===== config.mk =====
export PLATFORM = sky130hd
export DESIGN_NAME = fp_normalize_pipe
export DESIGN_NICKNAME = d
export VERILOG_FILES = /design/src/rtl/fp_normalize_pipe.sv
export SDC_FILE = /design/constraint.sdc
export NUM_CORES = 2
export LEC_CHECK = 0
export ABC_AREA = 0
export CORE_AREA = 2 2 626 628
export DETAILED_ROUTE_END_ITERATION = 6
export DIE_AREA = 0 0 628 630
export GPL_TIMING_DRIVEN = 0
export RECOVER_POWER = 100
export SYNTH_ARGS = -nofsm -noshare
export SYNTH_HDL_FRONTEND = slang
export SYNTH_SLANG_ARGS = --single-unit

===== constraint.sdc =====
create_clock -name clk -period 62.9 [get_ports clk]
set_clock_uncertainty 0.2 [all_clocks]
set_input_delay 18.87 -clock clk [delete_from_list [all_inputs] [get_ports clk]]
set_output_delay 18.87 -clock clk [all_outputs]
set_load 0.005 [all_outputs]

===== src/rtl/fp_normalize_pipe.sv =====
// Normalization-shift stage: per-lane leading-zero count (or FTOI shift) registered
// alongside the add operands, with an optional two-cycle half-split LZC and a global stall.

module fp_norm_lane #(
   parameter int SIG_WIDTH   = 32,
   parameter int SHIFT_WIDTH = $clog2(SIG_WIDTH) + 1,
   parameter int LATENCY     = 1
) (
   input  logic                   clk,
   input  logic                   reset,
   input  logic                   stall,
   input  logic                   is_ftoi,
   input  logic [SHIFT_WIDTH-1:0] ftoi_lshift,
   input  logic [SIG_WIDTH-1:0]   significand,
   output logic [SHIFT_WIDTH-1:0] norm_shift,
   output logic                   is_zero
);
   localparam int HALF  = SIG_WIDTH / 2;
   localparam int HLZ_W = $clog2(HALF) + 1;

   function automatic logic [HLZ_W-1:0] lzc_half(input logic [HALF-1:0] v);
      logic [HLZ_W-1:0] n;
      logic             seen;
      n    = '0;
      seen = 1'b0;
      for (int i = HALF - 1; i >= 0; i--) begin
         seen = seen | v[i];
         if (!seen) n = n + HLZ_W'(1);
      end
      return n;
   endfunction

   logic [HLZ_W-1:0] hi_lz, lo_lz;
   logic             hi_zero, lo_zero;

   always_comb begin
      hi_lz   = lzc_half(significand[SIG_WIDTH-1:HALF]);
      lo_lz   = lzc_half(significand[HALF-1:0]);
      hi_zero = ~|significand[SIG_WIDTH-1:HALF];
      lo_zero = ~|significand[HALF-1:0];
   end

   // Inputs to the final combine: straight from the halves, or from stage A flops.
   logic [HLZ_W-1:0]       b_hi_lz, b_lo_lz;
   logic                   b_hi_zero, b_lo_zero, b_is_ftoi;
   logic [SHIFT_WIDTH-1:0] b_ftoi_lshift;

   generate
      if (LATENCY == 2) begin : g_split
         logic [HLZ_W-1:0]       hi_lz_q, hi_lz_d, lo_lz_q, lo_lz_d;
         logic                   hi_zero_q, hi_zero_d, lo_zero_q, lo_zero_d;
         logic                   is_ftoi_q, is_ftoi_d;
         logic [SHIFT_WIDTH-1:0] ftoi_lshift_q, ftoi_lshift_d;

         always_comb begin
            hi_lz_d       = hi_lz_q;
            lo_lz_d       = lo_lz_q;
            hi_zero_d     = hi_zero_q;
            lo_zero_d     = lo_zero_q;
            is_ftoi_d     = is_ftoi_q;
            ftoi_lshift_d = ftoi_lshift_q;
            if (!stall) begin
               hi_lz_d       = hi_lz;
               lo_lz_d       = lo_lz;
               hi_zero_d     = hi_zero;
               lo_zero_d     = lo_zero;
               is_ftoi_d     = is_ftoi;
               ftoi_lshift_d = ftoi_lshift;
            end
         end

         always_ff @(posedge clk or posedge reset) begin
            if (reset) begin
               hi_lz_q       <= '0;
               lo_lz_q       <= '0;
               hi_zero_q     <= 1'b0;
               lo_zero_q     <= 1'b0;
               is_ftoi_q     <= 1'b0;
               ftoi_lshift_q <= '0;
            end else begin
               hi_lz_q       <= hi_lz_d;
               lo_lz_q       <= lo_lz_d;
               hi_zero_q     <= hi_zero_d;
               lo_zero_q     <= lo_zero_d;
               is_ftoi_q     <= is_ftoi_d;
               ftoi_lshift_q <= ftoi_lshift_d;
            end
         end

         assign b_hi_lz       = hi_lz_q;
         assign b_lo_lz       = lo_lz_q;
         assign b_hi_zero     = hi_zero_q;
         assign b_lo_zero     = lo_zero_q;
         assign b_is_ftoi     = is_ftoi_q;
         assign b_ftoi_lshift = ftoi_lshift_q;
      end else begin : g_flat
         assign b_hi_lz       = hi_lz;
         assign b_lo_lz       = lo_lz;
         assign b_hi_zero     = hi_zero;
         assign b_lo_zero     = lo_zero;
         assign b_is_ftoi     = is_ftoi;
         assign b_ftoi_lshift = ftoi_lshift;
      end
   endgenerate

   logic [SHIFT_WIDTH-1:0] norm_shift_q, norm_shift_d;
   logic                   is_zero_q, is_zero_d;

   always_comb begin
      norm_shift_d = norm_shift_q;
      is_zero_d    = is_zero_q;
      if (!stall) begin
         if (b_is_ftoi)
            norm_shift_d = b_ftoi_lshift;
         else if (b_hi_zero)
            norm_shift_d = SHIFT_WIDTH'(HALF) + SHIFT_WIDTH'(b_lo_lz);
         else
            norm_shift_d = SHIFT_WIDTH'(b_hi_lz);
         is_zero_d = !b_is_ftoi && b_hi_zero && b_lo_zero;
      end
   end

   always_ff @(posedge clk or posedge reset) begin
      if (reset) begin
         norm_shift_q <= '0;
         is_zero_q    <= 1'b0;
      end else begin
         norm_shift_q <= norm_shift_d;
         is_zero_q    <= is_zero_d;
      end
   end

   assign norm_shift = norm_shift_q;
   assign is_zero    = is_zero_q;
endmodule

module fp_normalize_pipe #(
   parameter int NUM_LANES   = 16,
   parameter int SIG_WIDTH   = 32,
   parameter int LATENCY     = 1,
   parameter int SHIFT_WIDTH = $clog2(SIG_WIDTH) + 1
) (
   input  logic                             clk,
   input  logic                             reset,
   input  logic                             stall,
   input  logic                             in_valid,
   input  logic [NUM_LANES-1:0]             in_mask,
   input  logic [1:0]                       in_thread_idx,
   input  logic [3:0]                       in_subcycle,
   input  logic                             in_is_ftoi,
   input  logic [NUM_LANES*SHIFT_WIDTH-1:0] in_ftoi_lshift,
   input  logic [NUM_LANES*SIG_WIDTH-1:0]   in_significand,
   input  logic [NUM_LANES*8-1:0]           in_exponent,
   input  logic [NUM_LANES-1:0]             in_sign,
   input  logic [NUM_LANES-1:0]             in_logical_subtract,
   output logic                             out_valid,
   output logic [NUM_LANES-1:0]             out_mask,
   output logic [1:0]                       out_thread_idx,
   output logic [3:0]                       out_subcycle,
   output logic [NUM_LANES*SIG_WIDTH-1:0]   out_significand,
   output logic [NUM_LANES*8-1:0]           out_exponent,
   output logic [NUM_LANES-1:0]             out_sign,
   output logic [NUM_LANES-1:0]             out_logical_subtract,
   output logic [NUM_LANES*SHIFT_WIDTH-1:0] out_norm_shift,
   output logic [NUM_LANES-1:0]             out_is_zero
);
   generate
      if (LATENCY != 1 && LATENCY != 2) begin : g_bad_latency
         $error("fp_normalize_pipe: LATENCY must be 1 or 2");
      end
      if ((SIG_WIDTH % 2) != 0 || SIG_WIDTH < 8 || SIG_WIDTH > 64) begin : g_bad_width
         $error("fp_normalize_pipe: SIG_WIDTH must be even and within 8..64");
      end
   endgenerate

   localparam int DW = 3 * NUM_LANES + 6 + NUM_LANES * (SIG_WIDTH + 8);

   logic [DW-1:0]             data_in;
   logic [LATENCY:1][DW-1:0]  data_pipe_q, data_pipe_d;
   logic [LATENCY:1]          vld_pipe_q, vld_pipe_d;

   assign data_in = {in_mask, in_thread_idx, in_subcycle, in_significand,
                     in_exponent, in_sign, in_logical_subtract};

   // Operands and valid ride a plain delay line matching the lane latency.
   always_comb begin
      vld_pipe_d  = vld_pipe_q;
      data_pipe_d = data_pipe_q;
      if (!stall) begin
         vld_pipe_d[1]  = in_valid;
         data_pipe_d[1] = data_in;
         for (int i = 2; i <= LATENCY; i++) begin
            vld_pipe_d[i]  = vld_pipe_q[i-1];
            data_pipe_d[i] = data_pipe_q[i-1];
         end
      end
   end

   always_ff @(posedge clk or posedge reset) begin
      if (reset) begin
         vld_pipe_q  <= '0;
         data_pipe_q <= '0;
      end else begin
         vld_pipe_q  <= vld_pipe_d;
         data_pipe_q <= data_pipe_d;
      end
   end

   assign out_valid = vld_pipe_q[LATENCY];
   assign {out_mask, out_thread_idx, out_subcycle, out_significand,
           out_exponent, out_sign, out_logical_subtract} = data_pipe_q[LATENCY];

   fp_norm_lane #(
      .SIG_WIDTH  (SIG_WIDTH),
      .SHIFT_WIDTH(SHIFT_WIDTH),
      .LATENCY    (LATENCY)
   ) u_lane [NUM_LANES-1:0] (
      .clk        (clk),
      .reset      (reset),
      .stall      (stall),
      .is_ftoi    (in_is_ftoi),
      .ftoi_lshift(in_ftoi_lshift),
      .significand(in_significand),
      .norm_shift (out_norm_shift),
      .is_zero    (out_is_zero)
   );
endmodule


**After elaboration in Yosys (flattened, before gate mapping)**

Index checks and enable logic that the tools add are counted.

- Bits in registers: 807
- Bits in latches: 0
- Bits in writable memories: 0
- Bits in read-only memories: 0
- Input port bits: 795
- Output and inout port bits: 807
- Memories kept: 0

- Add/subtract/negate cells: 496
- Multiply operators: 0
- Divide/modulo/power cells: 0
- Magnitude comparators: 0
- Eq/ne operators: 0
- Shift-type cells: 0
- Muxes and demuxes: 544
- Bitwise gates (word level): 480
- Reductions and logical operators: 97

Operators with widths:

| operator | count |
|---|---|
| $mux 5 | 480 |
| $add 5x1->5 const B | 464 |
| $reduce_or 16->1 | 32 |
| $or 1x1->1 | 480 |
| $mux 6 | 32 |
| $add 5x5->6 const A | 16 |
| $logic_not 1->1 | 33 |
| $add 1x1->2 const B | 16 |
| $logic_and 1x1->1 | 32 |
| $mux 1 | 32 |

**Logic depth before layout (Yosys ltp)**

- Word-level depth: 34
- Gate-level depth with buffers: 41

**Cells and area by module**

A second synthesis with hierarchy kept.

- Cells, all modules: 7,750
- Area total of the unflattened synthesis: 70,934.3 sq um

By module, submodules not included:

| module | instances | cells an instance | area each (sq um) | sequential area each (sq um) |
|---|---|---|---|---|
| fp_normalize_pipe | 1 | 1,468 | 25,991.2 | 17,391.7 |
| fp_norm_lane at u_lane[1] ... | 9 | 404 | 2,844.0 | 175.2 |
| fp_norm_lane at u_lane[0] ... | 7 | 378 | 2,763.9 | 175.2 |

**Least setup slack after synthesis**

OpenSTA, ideal clock, no wires.

- Kind: input to register
- Start: input in_significand[334]
- End: register u_lane[10].norm_shift_q[4]
- Arrival time: 25,188 ps
- Required time: 62,627 ps
- Path slack: 37,439 ps
- Stages on the path: 40
- Path through: nor2_1 -> ha_1 -> o31a_2 -> ha_1 -> o21ai_0 -> ha_1 -> nor2_1 -> a211oi_1 -> o21ai_0 -> ha_1 -> nand2_1 -> o21ai_0 -> nor2_1 -> a211oi_1 -> o21a_1 -> nor3_1 -> ha_1 -> nor2_1 -> [4 not listed] -> ha_1 -> nor2_1 -> nor2_1 -> ha_1 -> nand2b_1 -> a31oi_1 -> ha_1 -> nand2_1 -> a21oi_1 -> o2bb2ai_1 -> o21ai_1 -> o31ai_1 -> mux2_4 -> o21ai_2 -> a21oi_2 -> xnor2_1 -> a211o_1 -> a2bb2oi_2

- Word-level cells in the longest chain between the ends: 33
- Elaborated cells on any way between the ends: 47
- Those cells by class: add/sub: 15; mux: 17; bitwise: 15

RTL lines:

| element | RTL line | source |
|---|---|---|
| start: declaration | 152 | `input logic [NUM_LANES*SIG_WIDTH-1:0] in_significand,` |
| $or 1x1->1 (*) | 27 | `seen = seen \| v[i];` |
| $mux 5 | 28 | `if (!seen) n = n + HLZ_W'(1);` |
| $add 5x1->5 | 28 |  |
| $mux 5 | 28 |  |
| $add 5x1->5 | 28 |  |
| $mux 5 | 28 |  |
| $add 5x1->5 | 28 |  |
| $mux 5 | 28 |  |
| [17 not listed] | n/a |  |
| $mux 5 | 28 |  |
| $add 5x1->5 | 28 |  |
| $mux 5 | 28 |  |
| $add 5x1->5 | 28 |  |
| $mux 5 (*) | 28 |  |
| $add 5x5->6 (*) | 116 | `norm_shift_d = SHIFT_WIDTH'(HALF) + SHIFT_WIDTH'(b_lo_lz);` |
| $mux 6 (*) | 115 | `else if (b_hi_zero)` |
| $mux 6 (*) | 113 | `if (b_is_ftoi)` |
| end signal: assignment | 128 | `norm_shift_q <= norm_shift_d;` |
| end: declaration | 106 | `logic [SHIFT_WIDTH-1:0] norm_shift_q, norm_shift_d;` |

Every way passes the cells marked *; elsewhere a longest branch is shown, timed or not.
A chain may end at the register's enable or synchronous reset.

==> run metrics <==
outcome=complete, but fails checks; failing checks=capacitance limit, slew limit; Leakage=0.0359 uW; Final Critical Period=36.78 ns; TritonRoute pass-1 iters=6; CP delay by family, top=buffers and inverters; worst hold path type=register to register; post_cts resized=0; DRC=0; critical path's slowest cell=clkbuf_1; Crit path required time=62.40 ns; area share of the largest cell type after synthesis=0.311; cts hold-fix bufs=0; vias in the first global route=61,900; CP cell instances=dlygate4sd3_1 > clkinvlp_2 > clkbuf_1 > clkbuf_1 > clkbuf_1 > clkbuf_1; Largest stage delay, worst path=4.46 ns; Worst Max-Slew Pin Slew=6.49 ns; CP Class=input pin to async pin; Pwr Density=19.5 nW/um^2; Post-synth EDFFs=0; Synth cell types=102; GR Util All Layers=0.197; Comb power frac=0.270; RSZ-0062 raised after global routing=false; Cell Area, Placed=87,800 um^2; max-slew violation count=897; Final Hold Viols=0; Die W=628 um; core area=388,000 um^2; clk_lat worst skew=0.88 ns; pin count of the biggest net entering global routing=115; fmax=27.2 MHz; Avg Inst Size Synth=8.72 um^2; final instance area=91,400 um^2; fraction of layout instances using a drive strength above 1=0.107; Num Clock Sinks=807; Die Span Y=630 um; dpl cells=14,200; grt ovf=0; Post-Syn Area=64,800 um^2; row count=229; Post-Synthesis Net Count=8,608; WL final=407,000 um; switching portion of total power=0.334; Clk pin slew, worst setup/hold paths=0.06 ns; CTS Buf Count=112; Final Setup Violations=0; die area=396,000 um^2; Clock Path Buffers=4; CP startpoint kind=input pin; Top FF cell, synth=dfrtp_1; I/O Buffers=1,535; initial antenna violation count=156; Initial Utilization=0.167; CP arrival=36.29 ns; Crit Path Max Fanout=108; Buf/Inv on CP=6; global-route wire length before repair=539,000 um; Fin Setup TNS=0 ns; share of power burned in registers=0.336; sequential share of the synthesized area=0.311; Post-CTS Setup Repair Bufs=0; Root Buffer=clkbuf_16; YS warnings=0; TritonCTS clock tree=yes; worst rel slew slack=-3.33; synthesis-to-finish area growth=40.9%; CP Capture Type=async pin; internal cell power=1180 uW; Synth area leaders=dfrtp_1, mux2_2, ha_1; largest area contributor in the netlist=dfrtp_1; max cap viols=16; H-tree levels=3; DRT antenna net count=0; via count=65,300; WL/cell=28.1 um; I/O pin total=1,602; fin cells=14,500; most frequent CP cell=clkbuf_1; Post-Syn Instances=7,440; Final #Nets=10,300; Synth Register Bits=807; peak supply drop=26.2 uV; Initial DRC Count=5,021; vias per cell=4.51; dpl hpwl=348,000 um; sw power=595 uW; fin crit share=0.585; clock network power share=0.394; RD Place Congestion=0.955; Worst Hold Slack=0.278 ns; asr flop ratio synth=1.00
==> Yosys cell counts (14+ instances only) <==
master	instances
o21a_1	41
o22ai_1	23
a2bb2oi_1	14
o31ai_1	32
a21oi_1	480
nand4b_1	15
and3_1	38
clkbuf_1	263
or3_1	98
nand2_1	716
mux2i_1	172
nor3_1	181
xnor3_1	25
a211oi_1	55
o21bai_1	22
nand3b_1	26
o21ai_0	514
nand2b_1	129
xnor2_1	394
a21o_1	38
a21boi_0	32
a32o_1	16
buf_4	16
nor2b_1	210
o211ai_1	57
nand3_1	156
nor2_1	697
a22oi_1	33
maj3_1	58
or2_2	38
nand4_1	28
and2_1	98
or4_1	42
nor4_1	63
nor3b_1	33
o31a_1	47
a31oi_1	42
mux2_2	642
inv_1	282
xor2_1	171
dfrtp_1	807
ha_1	373
==> registers in the layout, indices dropped and copies added, names as in the netlist <==
name,flops
data_pipe_q,694
u_lane.norm_shift,96
u_lane.is_zero,16
out_valid,1
==> cells by family after synthesis <==
kind of cell,count (synthesis),synth area share
flops,807,0.311
compound gates,1573,0.147
fa+ha+maj,431,0.0809
buf+inv,577,0.0348
xor+xnor,599,0.0882
mux,816,0.138
simple gates,2637,0.199
==> placed cells by master, fill, tap and decap left out, types with 273 or more instances in the layout <==
cell type	instances
xnor2_1	394
clkbuf_1	273
clkdlybuf4s50_1	702
dlygate4sd3_1	833
ha_1	373
o21ai_0	518
dfrtp_1	807
mux2_2	640
nor2_1	696
a21oi_1	480
inv_1	282
nand2_1	716
==> area by class of cell <==
cell class | instances | area [um^2]
fill | 42400 | 297000
multi-input combinational | 6056 | 42400
sequential | 807 | 20200
timing repair buffer | 1583 | 16000
tap | 5197 | 6500
clock buffer | 144 | 3120
buffer | 293 | 1220
inverter | 284 | 1070
clock inverter | 60 | 757
antenna | 57 | 143
==> per-stage QoR <==
step | util | setup slack [ns] | total power (uW)
after floorplan | - | 21.17 | 791
after CTS | 0.236 | 36.01 | 1830
after global placement | 0.223 | 6.89 | 1110
after global routing | 0.235 | 22.73 | 1860
final | 0.235 | 26.12 | 1780
after detailed placement | 0.226 | 35.10 | 1110
==> power groups by stage <==
stage               sequential, uW  combinational [uW]  clock (uW)
floorplan                      608                 183           0
detailed placement             608                 506           0
finish                         598                 481         700
global placement               609                 497           0
global route                   604                 517         737
CTS                            600                 509         725
==> routing by layer <==
metal	global-route usage	vias up	wire length, um
li1	-	30000	-
met2	0.324	2556	188000
met1	0.228	32000	158000
met5	0	-	242
met4	0.110	38	25800
met3	0.0602	640	34700
==> path summary, 6_finish.rpt <==
check | start | endpoint | slack (ns) | cells past startpoint
worst max register to register | u_lane[4].norm_shift[5] | u_lane[4].norm_shift[5] | 61.82 | 1
worst max-delay path | reset | data_pipe_q[385] | 26.12 | 6
worst min register to register | u_lane[4].norm_shift[1] | u_lane[4].norm_shift[1] | 0.28 | 1
worst min-delay path | u_lane[4].norm_shift[1] | u_lane[4].norm_shift[1] | 0.28 | 1
min in group asynchronous | reset | data_pipe_q[83] | 18.76 | 2
max in group clk | in_significand[270] | u_lane[8].norm_shift[5] | 35.74 | 40
(Power assumes the default switching activity.)
